### src/rtl/fetch_stage.sv
// Instruction fetch stage: owns the PC and the IF/ID pipeline register.
// Redirects come from EX (branch, jump, JR); stall freezes everything, and halt stops fetching until reset.
module fetch_stage #(
  parameter logic [31:0] PC_INIT = 32'h00000000
) (
  input  logic        CLK,
  input  logic        nRST,
  input  logic        ihit,
  input  logic        stall,
  input  logic        flush,
  input  logic        halt,
  input  logic [1:0]  pc_src,
  input  logic        branch_taken,
  input  logic [31:0] ex_npc,
  input  logic [15:0] ex_imm16,
  input  logic [25:0] ex_jaddr,
  input  logic [31:0] ex_rs_data,
  input  logic [31:0] imemload,
  output logic        imemREN,
  output logic [31:0] imemaddr,
  output logic [31:0] ifid_instr,
  output logic [31:0] ifid_npc,
  output logic        ifid_valid
);

  localparam logic [1:0] SRC_SEQ    = 2'b00;
  localparam logic [1:0] SRC_BRANCH = 2'b01;
  localparam logic [1:0] SRC_JUMP   = 2'b10;
  localparam logic [1:0] SRC_JR     = 2'b11;

  logic [31:0] pc_reg, pc_next;
  logic [31:0] instr_reg, instr_next;
  logic [31:0] npc_reg, npc_next;
  logic        valid_reg, valid_next;
  logic        halted_reg, halted_next;

  logic [31:0] pc_plus4;
  logic [31:0] branch_target;
  logic [31:0] jump_target;
  logic [31:0] redirect_target;
  logic        redirect;

  assign pc_plus4      = pc_reg + 32'd4;
  assign branch_target = ex_npc + {{14{ex_imm16[15]}}, ex_imm16, 2'b00};
  assign jump_target   = {ex_npc[31:28], ex_jaddr, 2'b00};

  always_comb begin
    redirect        = 1'b0;
    redirect_target = pc_reg;
    case (pc_src)
      SRC_SEQ: begin
        redirect        = 1'b0;
        redirect_target = pc_reg;
      end
      SRC_BRANCH: begin
        redirect        = branch_taken;
        redirect_target = branch_target;
      end
      SRC_JUMP: begin
        redirect        = 1'b1;
        redirect_target = jump_target;
      end
      SRC_JR: begin
        redirect        = 1'b1;
        redirect_target = ex_rs_data;
      end
      default: begin
        redirect        = 1'b0;
        redirect_target = pc_reg;
      end
    endcase
  end

  always_comb begin
    pc_next = pc_reg;
    if (halted_reg || stall) begin
      pc_next = pc_reg;
    end else if (redirect) begin
      pc_next = redirect_target;
    end else if (ihit) begin
      pc_next = pc_plus4;
    end
  end

  // A redirect or flush squashes whatever word is arriving this cycle.
  always_comb begin
    instr_next = instr_reg;
    npc_next   = npc_reg;
    valid_next = valid_reg;
    if (!stall) begin
      if (redirect || flush || halted_reg || !ihit) begin
        instr_next = 32'd0;
        npc_next   = 32'd0;
        valid_next = 1'b0;
      end else begin
        instr_next = imemload;
        npc_next   = pc_plus4;
        valid_next = 1'b1;
      end
    end
  end

  assign halted_next = halted_reg | halt;

  always_ff @(posedge CLK or negedge nRST) begin
    if (!nRST) begin
      pc_reg     <= PC_INIT;
      instr_reg  <= 32'd0;
      npc_reg    <= 32'd0;
      valid_reg  <= 1'b0;
      halted_reg <= 1'b0;
    end else begin
      pc_reg     <= pc_next;
      instr_reg  <= instr_next;
      npc_reg    <= npc_next;
      valid_reg  <= valid_next;
      halted_reg <= halted_next;
    end
  end

  assign imemaddr   = pc_reg;
  assign imemREN    = !halted_reg;
  assign ifid_instr = instr_reg;
  assign ifid_npc   = npc_reg;
  assign ifid_valid = valid_reg;

endmodule

### config.mk
export PLATFORM = sky130hd
export DESIGN_NAME = fetch_stage
export DESIGN_NICKNAME = d
export VERILOG_FILES = /design/src/rtl/fetch_stage.sv
export SDC_FILE = /design/constraint.sdc
export NUM_CORES = 1
export LEC_CHECK = 0
export CORE_ASPECT_RATIO = 1.5
export CORE_UTILIZATION = 45
export CTS_CLUSTER_DIAMETER = 50
export DETAILED_ROUTE_END_ITERATION = 6
export GPL_ROUTABILITY_DRIVEN = 0
export PLACE_DENSITY = 0.87
export SKIP_CTS_REPAIR_TIMING = 1
export SYNTH_ARGS = -nofsm -noshare
export SYNTH_HDL_FRONTEND = slang
export SYNTH_SLANG_ARGS = --single-unit
export TNS_END_PERCENT = 5
### constraint.sdc
create_clock -name CLK -period 3.1 [get_ports CLK]
set_clock_uncertainty 0.15 [all_clocks]
set_input_delay 0.31 -clock CLK [delete_from_list [all_inputs] [get_ports CLK]]
set_output_delay 0.31 -clock CLK [all_outputs]
set_load 0.05 [all_outputs]
# Yosys cells after proc, flatten, opt, wreduce, memory -nomap -nowiden
# Index checks and enable logic that the tools add are counted.
# totals
ff_bits	98
input_bits	147
output_inout_bits	98
# classes
n_addsub	2
eq_ne	4
mux	7
bitwise	2
reduce_logical	10
# op_table
op	count
two-way mux 32 bit	4
one-hot mux 32 bit (3 select lines)	1
adder 32 x 3 -> 32 bit (second input constant)	1
adder 32 bit	1
equality test 2 bit (second input constant)	2
logical OR 1 bit	4
one-hot mux 1 bit (3 select lines)	1
AND reduction 3 bit	1
equality test 2 x 1 -> 1 bit (second input constant)	1
zero test 1 bit	2
zero test 2 bit	1
inequality test 2 bit (second input constant)	1
nonzero test 2 bit	1
OR reduction 2 bit	1
two-way mux 1 bit	1
inverter 1 bit	1
bitwise OR 1 bit	1

# Longest topological paths before layout
# depth
depth_word	7
ltp_mapped	10
mapped_depth_nobuf	10

# Least setup slack after synthesis
# OpenSTA, ideal clock, no wires.
# synth_timing
path_type	input -> register
from	in ex_npc[2]
to	reg pc_reg[26], in the netlist imemaddr[26]
arrival_time_ps	2647
slack_ps	177
cell_stages	10
path_buffers	0
path_cell_list	ha_1 > fa_1 > a211oi_1 > o21bai_1 > o21ai_1 > a21oi_1 > o41ai_2 > o21bai_1 > xor2_1 > a221o_1
# synth_via
elab_chain_cells	3
# synth_rtl
element	line_no	text
start, declared	14	input logic [31:0] ex_npc,
adder 32 bit	44	assign branch_target = ex_npc + {{14{ex_imm16[15]}}, ex_imm16, 2'b00};
one-hot mux 32 bit (3 select lines)	50	case (pc_src)
two-way mux 32 bit	78	end else if (redirect) begin
end signal, assigned	113	pc_reg <= pc_next;
end, declared	31	logic [31:0] pc_reg, pc_next;
# No other way between the ends.
# A chain may end at the register's enable or synchronous reset.

# Final worst setup path
# Same ends and word-level chain as after synthesis.

==> metrics <==
status finished with violations; failing checks hold timing; reg2reg end imemaddr[28]; unrepaired setup endpoints after global routing false; initial antenna violation count 0; CTS tree done; IO Pins 245; Max rail drop VDD 0.249 mV; antenna diode count 0; Die Y-Extent 150 um; IO buf count 244; share of the synthesized area in the top cell type 37.2%; H-tree level count 3; endpoints failing setup 0; fraction of registers with async set/reset 100%; cell taking the most area after synthesis dfrtp_1; Root Buffer clkbuf_16; top cells by area, synth dfrtp_1 37%, ha_1 5.7%, a22o_1 5.6%, nand2_1 5.4%, o21ai_0 5.1%; Post-route DRC 0; CP max stage delay 410 ps; vias 6939; die area 15100 um2; Core Util, Final 69.9%; routed len/inst 17.8 um; Post-synth EDFFs 0; setup slack, reg-to-reg 260 ps; top cells by count, synth 98 x dfrtp_1, 94 x nand2_1, 67 x o21ai_0; CTS buffer count 9; initial core utilization 46.7%; Detailed Place HPWL 17.0 mm; final wirelength 21.5 mm; layout cells sized above 1 10.4%; Syn-to-layout area delta 49.7%; Unique masters post-synth 69; max-slew violations 0; Worst Path Required 3180 ps; cell mode on critical path o21bai_1; non-filler instance count after layout 1207; final hold slack -44.7 ps; sequential-to-total area share from yosys stat 37.2%; vias per cell 5.75; largest net degree at the start of global routing 78; pwr dens 385 nW/um2; Clock Sinks 98; Setup crit end kind flop; crit path kind in -> reg; Yosys reg bits 98; final worst-path cycle share 93.6%; Placement Setup Slack -277 ps; final setup margin 198 ps; YS warnings 0; HP Class in -> async; Critical-path top delay cell clkdlybuf4s50_1; Die X 101 um; mapped cell area 6590 um2; Hold Violations, Final 55; area of the core 14100 um2; CP arrival 2980 ps; most common flop cell mapped by yosys dfrtp_1; most common cell in the netlist dfrtp_1; Cells after DPL 1191; global-route wire length before repair 33.9 mm; leakage 4.22 nW; Worst Path Max Fanout 3; WP buf/inv 2; GRT Total Usage 28.8%; 1st-iter DRT viols 529; crit-path cells clkdlybuf4s50_1 > ha_2 > fa_2 > a211oi_2 > o21bai_1 > o21ai_1 > buf_4 > a21oi_1 > o41ai_2 > o21bai_1 > xor2_1 > a221o_1; row count 53; NumNets Final 1188; Achievable Freq 0.345 GHz; slew margin rel. 29.3%; Top Family by Delay on Critical Path compound AO/OA/AOI/OAI gates; worst-skew pair later-pin latency 340 ps; FF-to-FF path depth 9; aggregate global routing overflow 0; worst reg2reg startpoint imemaddr[3]; DRT Pass-1 Iters 7; Clock Pin Slew Worst Setup and Hold Paths 70 ps; Mapped Cells 731; max-cap violation count 0; via count of the first global-routing pass 6872; Syn Nets 909; Worst Tran Pin Value 1060 ps; ANT nets after route 0; critical path launch point type input pin; Design Power 3.80 mW; min Tclk post-route 2900 ps; Mean Syn Cell Area 9.02 um2; Max clock buf depth 2
[power by group]
| group | total, mW | switching, mW | internal, mW | leakage [nW] |
|---|---|---|---|---|
| clock network | 1.19 | 0.484 | 0.709 | 0.145 |
| logic | 1.20 | 0.638 | 0.560 | 2.79 |
| registers | 1.41 | 0.0807 | 1.33 | 1.28 |
[how the worst max path moves through the flow]
stage               from      endpoint  slack [ps]  cells past startpoint
6_report       ex_npc[2]  imemaddr[26]         200                     12
5_1_grt        ex_npc[2]  imemaddr[28]           5                     13
4_1_cts        ex_npc[2]  imemaddr[26]          60                     12
3_5_place_dp   ex_npc[2]  imemaddr[26]        -280                     12
3_3_place_gp   ex_npc[2]  imemaddr[26]        -270                     12
2_1_floorplan  ex_npc[2]  imemaddr[26]         180                     10
[per-layer routing]
layer / GRT usage [%] / share of wire (%) / vias up / wire (um)
met4: 18.3 / 5.5 / 0 / 1180
met1: 31.4 / 37 / 3216 / 7940
met5: 0 / 0 / - / 0
met3: 4.92 / 7.7 / 85 / 1650
met2: 51.2 / 50 / 373 / 10800
li1: - / - / 3265 / -
[area by class of cell]
type	instances	area [um2]
clock buffers	10	229
clock inverters	6	91.3
fillers	1097	4260
inverters	9	33.8
multi-input cells	581	3890
flip-flops and latches	98	2450
well taps	192	240
repair buffers	311	2930
[logic make-up (layout without fill, tap and decap cells)]
logic type      after synthesis  in the layout  synth area share [%]
flops                        98             98                  37.2
fa+ha+maj                    31             31                  6.00
buf+inv                      52            336                  3.95
mux                          30             30                  4.59
compound gates              246            246                  26.0
simple gates                223            223                  15.5
xor+xnor                     51             51                  6.78
[worst reg2reg max path, cell delays in order, from the launching register on]
cell and delay [ps]:
dfrtp_1 420, ha_1 290, and4_1 270, and2_0 360
nand4_1 240, xor2_1 220, a21boi_0 330, nand3_1 130
mux2_2 270, o211ai_1 80
[through the flow]
| step | instance area (um2) | setup TNS [ps] | hold WS, ps |
|---|---|---|---|
| finish | 9870 | 0 | -44.7 |
| global placement | 9540 | -1370 | 316 |
| CTS | 9860 | 0 | 1.73 |
| floorplan | 6590 | 0 | -136 |
| global route | 9870 | 0 | 63.4 |
| detailed placement | 9540 | -1660 | 321 |
[cell usage in the layout (no fill, tap or decap), types with 5 or more instances in the layout]
cell type and instances:
nand2b_1 5, a211oi_1 8, nand3_1 26, a222oi_1 7, buf_4 68, nand4_1 10, a31oi_1 7, o22ai_1 6
xnor2_1 22, a32o_1 7, xor2_1 29, mux2i_1 28, dfrtp_1 98, nor3_1 11, a21o_1 13, ha_1 29
nor2_1 47, and3_1 7, a21oi_1 42, nand2_1 94, clkbuf_16 9, clkdlybuf4s50_1 240, a22o_1 42, o21bai_1 7
inv_1 8, o21ai_0 67, o221ai_1 5
Power figures use the tool's default switching activity.
==> edit 1: new RTL, same settings <==
Take the reset off `instr_reg` and load it in a clocked block of its own.
--- a/src/rtl/fetch_stage.sv
+++ b/src/rtl/fetch_stage.sv
@@ -105,17 +105,19 @@
   always_ff @(posedge CLK or negedge nRST) begin
     if (!nRST) begin
       pc_reg     <= PC_INIT;
-      instr_reg  <= 32'd0;
       npc_reg    <= 32'd0;
       valid_reg  <= 1'b0;
       halted_reg <= 1'b0;
     end else begin
       pc_reg     <= pc_next;
-      instr_reg  <= instr_next;
       npc_reg    <= npc_next;
       valid_reg  <= valid_next;
       halted_reg <= halted_next;
     end
+  end
+
+  always_ff @(posedge CLK) begin
+    instr_reg <= instr_next;
   end
 
   assign imemaddr   = pc_reg;
Function: changed (a bounded check fails within 4 cycles, from zero or initial values and one cycle with nRST low).
==> edit 1 against the original RTL <==
The run ends with design-rule violations, negative hold slack left; critical endpoint is now imemaddr[30]; critical path type unchanged; highest routed layer unchanged; routed wire length is 5.0% lower; register-to-register slack better by 0.15 ns; die area up 0.90%; largest cell class unchanged; worst setup slack lost 0.074 ns; area after synthesis up 0.91%; sequential cell count unchanged; total power grew 4.8%; worst hold slack improved by 0.028 ns; design area increased by 0.52%; count of clock-buffer cells in the layout is 1 lower; non-clock buffer count shrank 10.
==> edit 1: results (changes against the original RTL) <==
stage;metric;value;unit;change
sta;slew_headroom;0.324;;+0.0318
sta;hold_violations;18;;-67%
detailed_routing;drt-initial-drc-count;457;;-14%
sta;fin_crit;2.98;ns;+0.0741 ns
grt;grt_max_degree;46;;-41%
synthesis;syn_avg_cell_area;9.00;µm²;-0.18%
synthesis;synth_mux_area_frac;0.0470;;+0.00109
detailed_routing;routed_wl;20.5;mm;-5.0%
run_status;violations;design-rule violations, negative hold slack;;
grt;first_global_vias;6549;;-4.7%
layout;drive_gt1_frac;0.101;;-0.00335
critical_path;r2r-end;imemaddr[30];;
synthesis;synth-edff-count;32;;+32
grt;antenna_found_initial;1;;+1
critical_path;slowest_delay;0.47;ns;+0.06 ns
synthesis;synth_xor_area_frac;0.0658;;-0.00193
critical_path;crit_arrival;3.07;ns;+0.09 ns
layout;final_cells;1216;;+0.75%
critical_path;reg2reg_depth;10;;+1
power_and_ir_drop;pg_seq;1.53;mW;+9%
power_and_ir_drop;p_leak;4.14;nW;-1.7%
layout;fill_cells;1150;;+4.8%
layout;finalNetCount;1192;;+0.34%
place;detailedPlace.worstSlack;-0.196;ns;+0.0817 ns
synthesis;synth_fp_nets;917;;+0.88%
synthesis;synth_adder_area_share;0.0594;;-0.000542
detailed_routing;viasPerCell;5.56;;-3.2%
power_and_ir_drop;seqPwrFrac;0.384;;+0.013
place;dp_hpwl;16.5;mm;-2.7%
sta;hold_ws;-0.0171;ns;+0.0277 ns
synthesis;synth_cell_type_count;70;;+1.4%
critical_path;rrSetupSlack;0.41;ns;+0.15 ns
grt;grt_pass1_wl;32.3;mm;-4.5%
run_status;status;complete, but fails checks;;
detailed_routing;drc;2;;+2
power_and_ir_drop;comb_power;1.37;mW;+14%
grt;grt_use_total;0.274;;-0.0144
synthesis;synth.area.top_cells;dfrtp_1 25%, edfxtp_1 14%, nand2_1 5.7%;;
synthesis;ys_seq_area_frac;0.393;;+0.0207
synthesis;synth_compound_gate_area_share;0.211;;-0.0488
synthesis;synthArstFlopShare;0.673;;-0.327
## edit 1: changes by cell type in the layout (fill, tap and decap cells not counted), moves of 8 or more
| cell | change |
|---|---|
| a21oi_1 | +15 |
| dfrtp_1 | -32 |
| and2_1 | +30 |
| edfxtp_1 | +32 |
| buf_4 | -11 |
| inv_1 | +8 |
| nor3_1 | -8 |
| a22o_1 | -39 |
## edit 1: cell type report
type	instances	area, µm²	area share
Tap cell	196	245	0.0247
Clock buffer	9	225	0.0227
Timing Repair Buffer	301	2860	0.288
Clock inverter	7	58.8	0.00593
Inverter	16	60.1	0.00605
Antenna cell	1	2.50	0.000252
Sequential cell	98	2610	0.263
Multi-Input combinational cell	588	3850	0.389
## edit 1: metal layers
metal | GRT usage | part of all wire
met5 | 0 | 0
met4 | 0.168 | 0.054
met3 | 0.0471 | 0.068
met2 | 0.484 | 0.50
met1 | 0.302 | 0.37
==> edit 2: new RTL, config.mk and constraints unchanged <==
Without the edit above. Make the reset (`nRST`) synchronous in one clocked block.
--- a/src/rtl/fetch_stage.sv
+++ b/src/rtl/fetch_stage.sv
@@ -102,7 +102,7 @@
 
   assign halted_next = halted_reg | halt;
 
-  always_ff @(posedge CLK or negedge nRST) begin
+  always_ff @(posedge CLK) begin
     if (!nRST) begin
       pc_reg     <= PC_INIT;
       instr_reg  <= 32'd0;
Formal check against the unedited RTL: differs if nRST is asserted again (counterexample within 4 cycles, from zero or initial values and one cycle with nRST low); with nRST held inactive, the same outputs for 4 cycles.
==> edit 2 against the original RTL <==
Sequential share of layout area fell by 4.1 points; sequential cell count did not move; non-clock buffer count is 19 lower; critical path depth unchanged; worst setup slack lost 0.079 ns; highest routed layer unchanged; area after synthesis fell by 3.5%; routed wire length down 0.39%; design area shrank 4.4%; total power is 4.6% lower.
==> edit 2: results (changes against the original RTL) <==
stage;metric;value;unit;change
detailed_routing;met2WireLength;10.9;mm;+1.5%
critical_path;cp_slowest_cell;fa_1;;
layout;multi_input_gates;635;;+9.3%
place;detailedPlace.worstSlack;-0.231;ns;+0.0457 ns
place;dp_hpwl;16.7;mm;-1.5%
layout;nClkBuffers;9;;-1
detailed_routing;drt-initial-drc-count;648;;+22%
detailed_routing;wl_met3;1.55;mm;-5.9%
grt;globalRouteMet3Util;0.0553;;+0.00611
layout;syn2layout_area_growth;48.4;%;
power_and_ir_drop;p_clk_frac;0.319;;+0.005
grt;grt_max_degree;73;;-6.4%
power_and_ir_drop;p_leak;3.68;nW;-13%
grt;first_global_vias;6840;;-0.47%
detailed_routing;dr.pass1.iters;6;;-1
layout;num-nonclk-buffers;292;;-6.1%
synthesis;synth_ff_type;dfxtp_1;;
layout;fill_cells;1116;;+1.7%
layout;finalNetCount;1225;;+3.1%
critical_path;crit_arrival;3.08;ns;+0.10 ns
layout;final-seq-area;1960;µm²;-20%
synthesis;synth_fp_nets;975;;+7.3%
grt;use_met2;0.528;;+0.0156
synthesis;synth_cell_type_count;75;;+8.7%
clock_network;ctsLongestPathBuffers;2;;unchanged
synthesis;synthArstFlopShare;0;;-1.00
layout;multi_input_area_share;0.438;;+0.0434
synthesis;synthCells;797;;+9.0%
grt;grt_use_met1;0.319;;+0.00530
hold_path;hp-class;in -> reg;;
grt;grt_use_total;0.292;;+0.00385
synthesis;ys_seq_area_frac;0.308;;-0.0636
synthesis;synth.area.top_cells;dfxtp_1 31%, a22oi_1 7.2%, nor2_1 7.0%;;
layout;drive_gt1_frac;0.0894;;-0.0151
critical_path;path_max_fanout;4;;+1
grt;grt_pass1_wl;34.1;mm;+0.67%
synthesis;ys_top_cells_by_count;119 x nor2_1, 98 x dfxtp_1, 70 x nand2_1;;
place;placed_area;9120;µm²;-4.4%
layout;final_cells;1214;;+0.58%
detailed_routing;routed_wl;21.5;mm;-0.39%
layout;clk_share;0.0329;;+0.000420
sta;slew_headroom;0.502;;+0.210
power_and_ir_drop;vdd_drop_max;278;µV;+12%
power_and_ir_drop;comb_power_share;0.305;;-0.010
detailed_routing;vias;7196;;+3.7%
power_and_ir_drop;comb_power;1.11;mW;-7%
run_status;status;finished, final reports clean;;
detailed_routing;met1Wirelength;7.91;mm;-0.35%
[edit 2: changes by cell type after synthesis, sizes merged, moves of 6 or more]
| cell | change |
|---|---|
| a21oi | +21 |
| a222oi | -7 |
| a22o | -41 |
| a22oi | +60 |
| buf | +12 |
| dfrtp | -98 |
| dfxtp | +98 |
| nand2 | -23 |
| nor2 | +73 |
| o21ai | -33 |
| o21bai | -6 |
[edit 2: final timing paths]
check | startpoint | end | slack (ns) | cells past startpoint
max | ex_npc[2] | imemaddr[22] | 0.12 | 12
min | pc_src[1] | imemaddr[20] | 0.29 | 4
max reg2reg | imemaddr[3] | imemaddr[14] | 0.50 | 10
min reg2reg | ifid_valid | ifid_valid | 0.32 | 2
[edit 2: kinds of logic (layout without fill, tap and decap cells)]
logic type                 Yosys count  after routing  synth area share
DFF                                 98             98             0.308
AOI/OAI and AO/OA                  250            250             0.270
buffers and inverters               64            319            0.0431
adders and majority gates           31             31            0.0622
muxes                               30             30            0.0478
and+or+nand+nor                    272            272             0.197
xor gates and xnor gates            52             52            0.0716
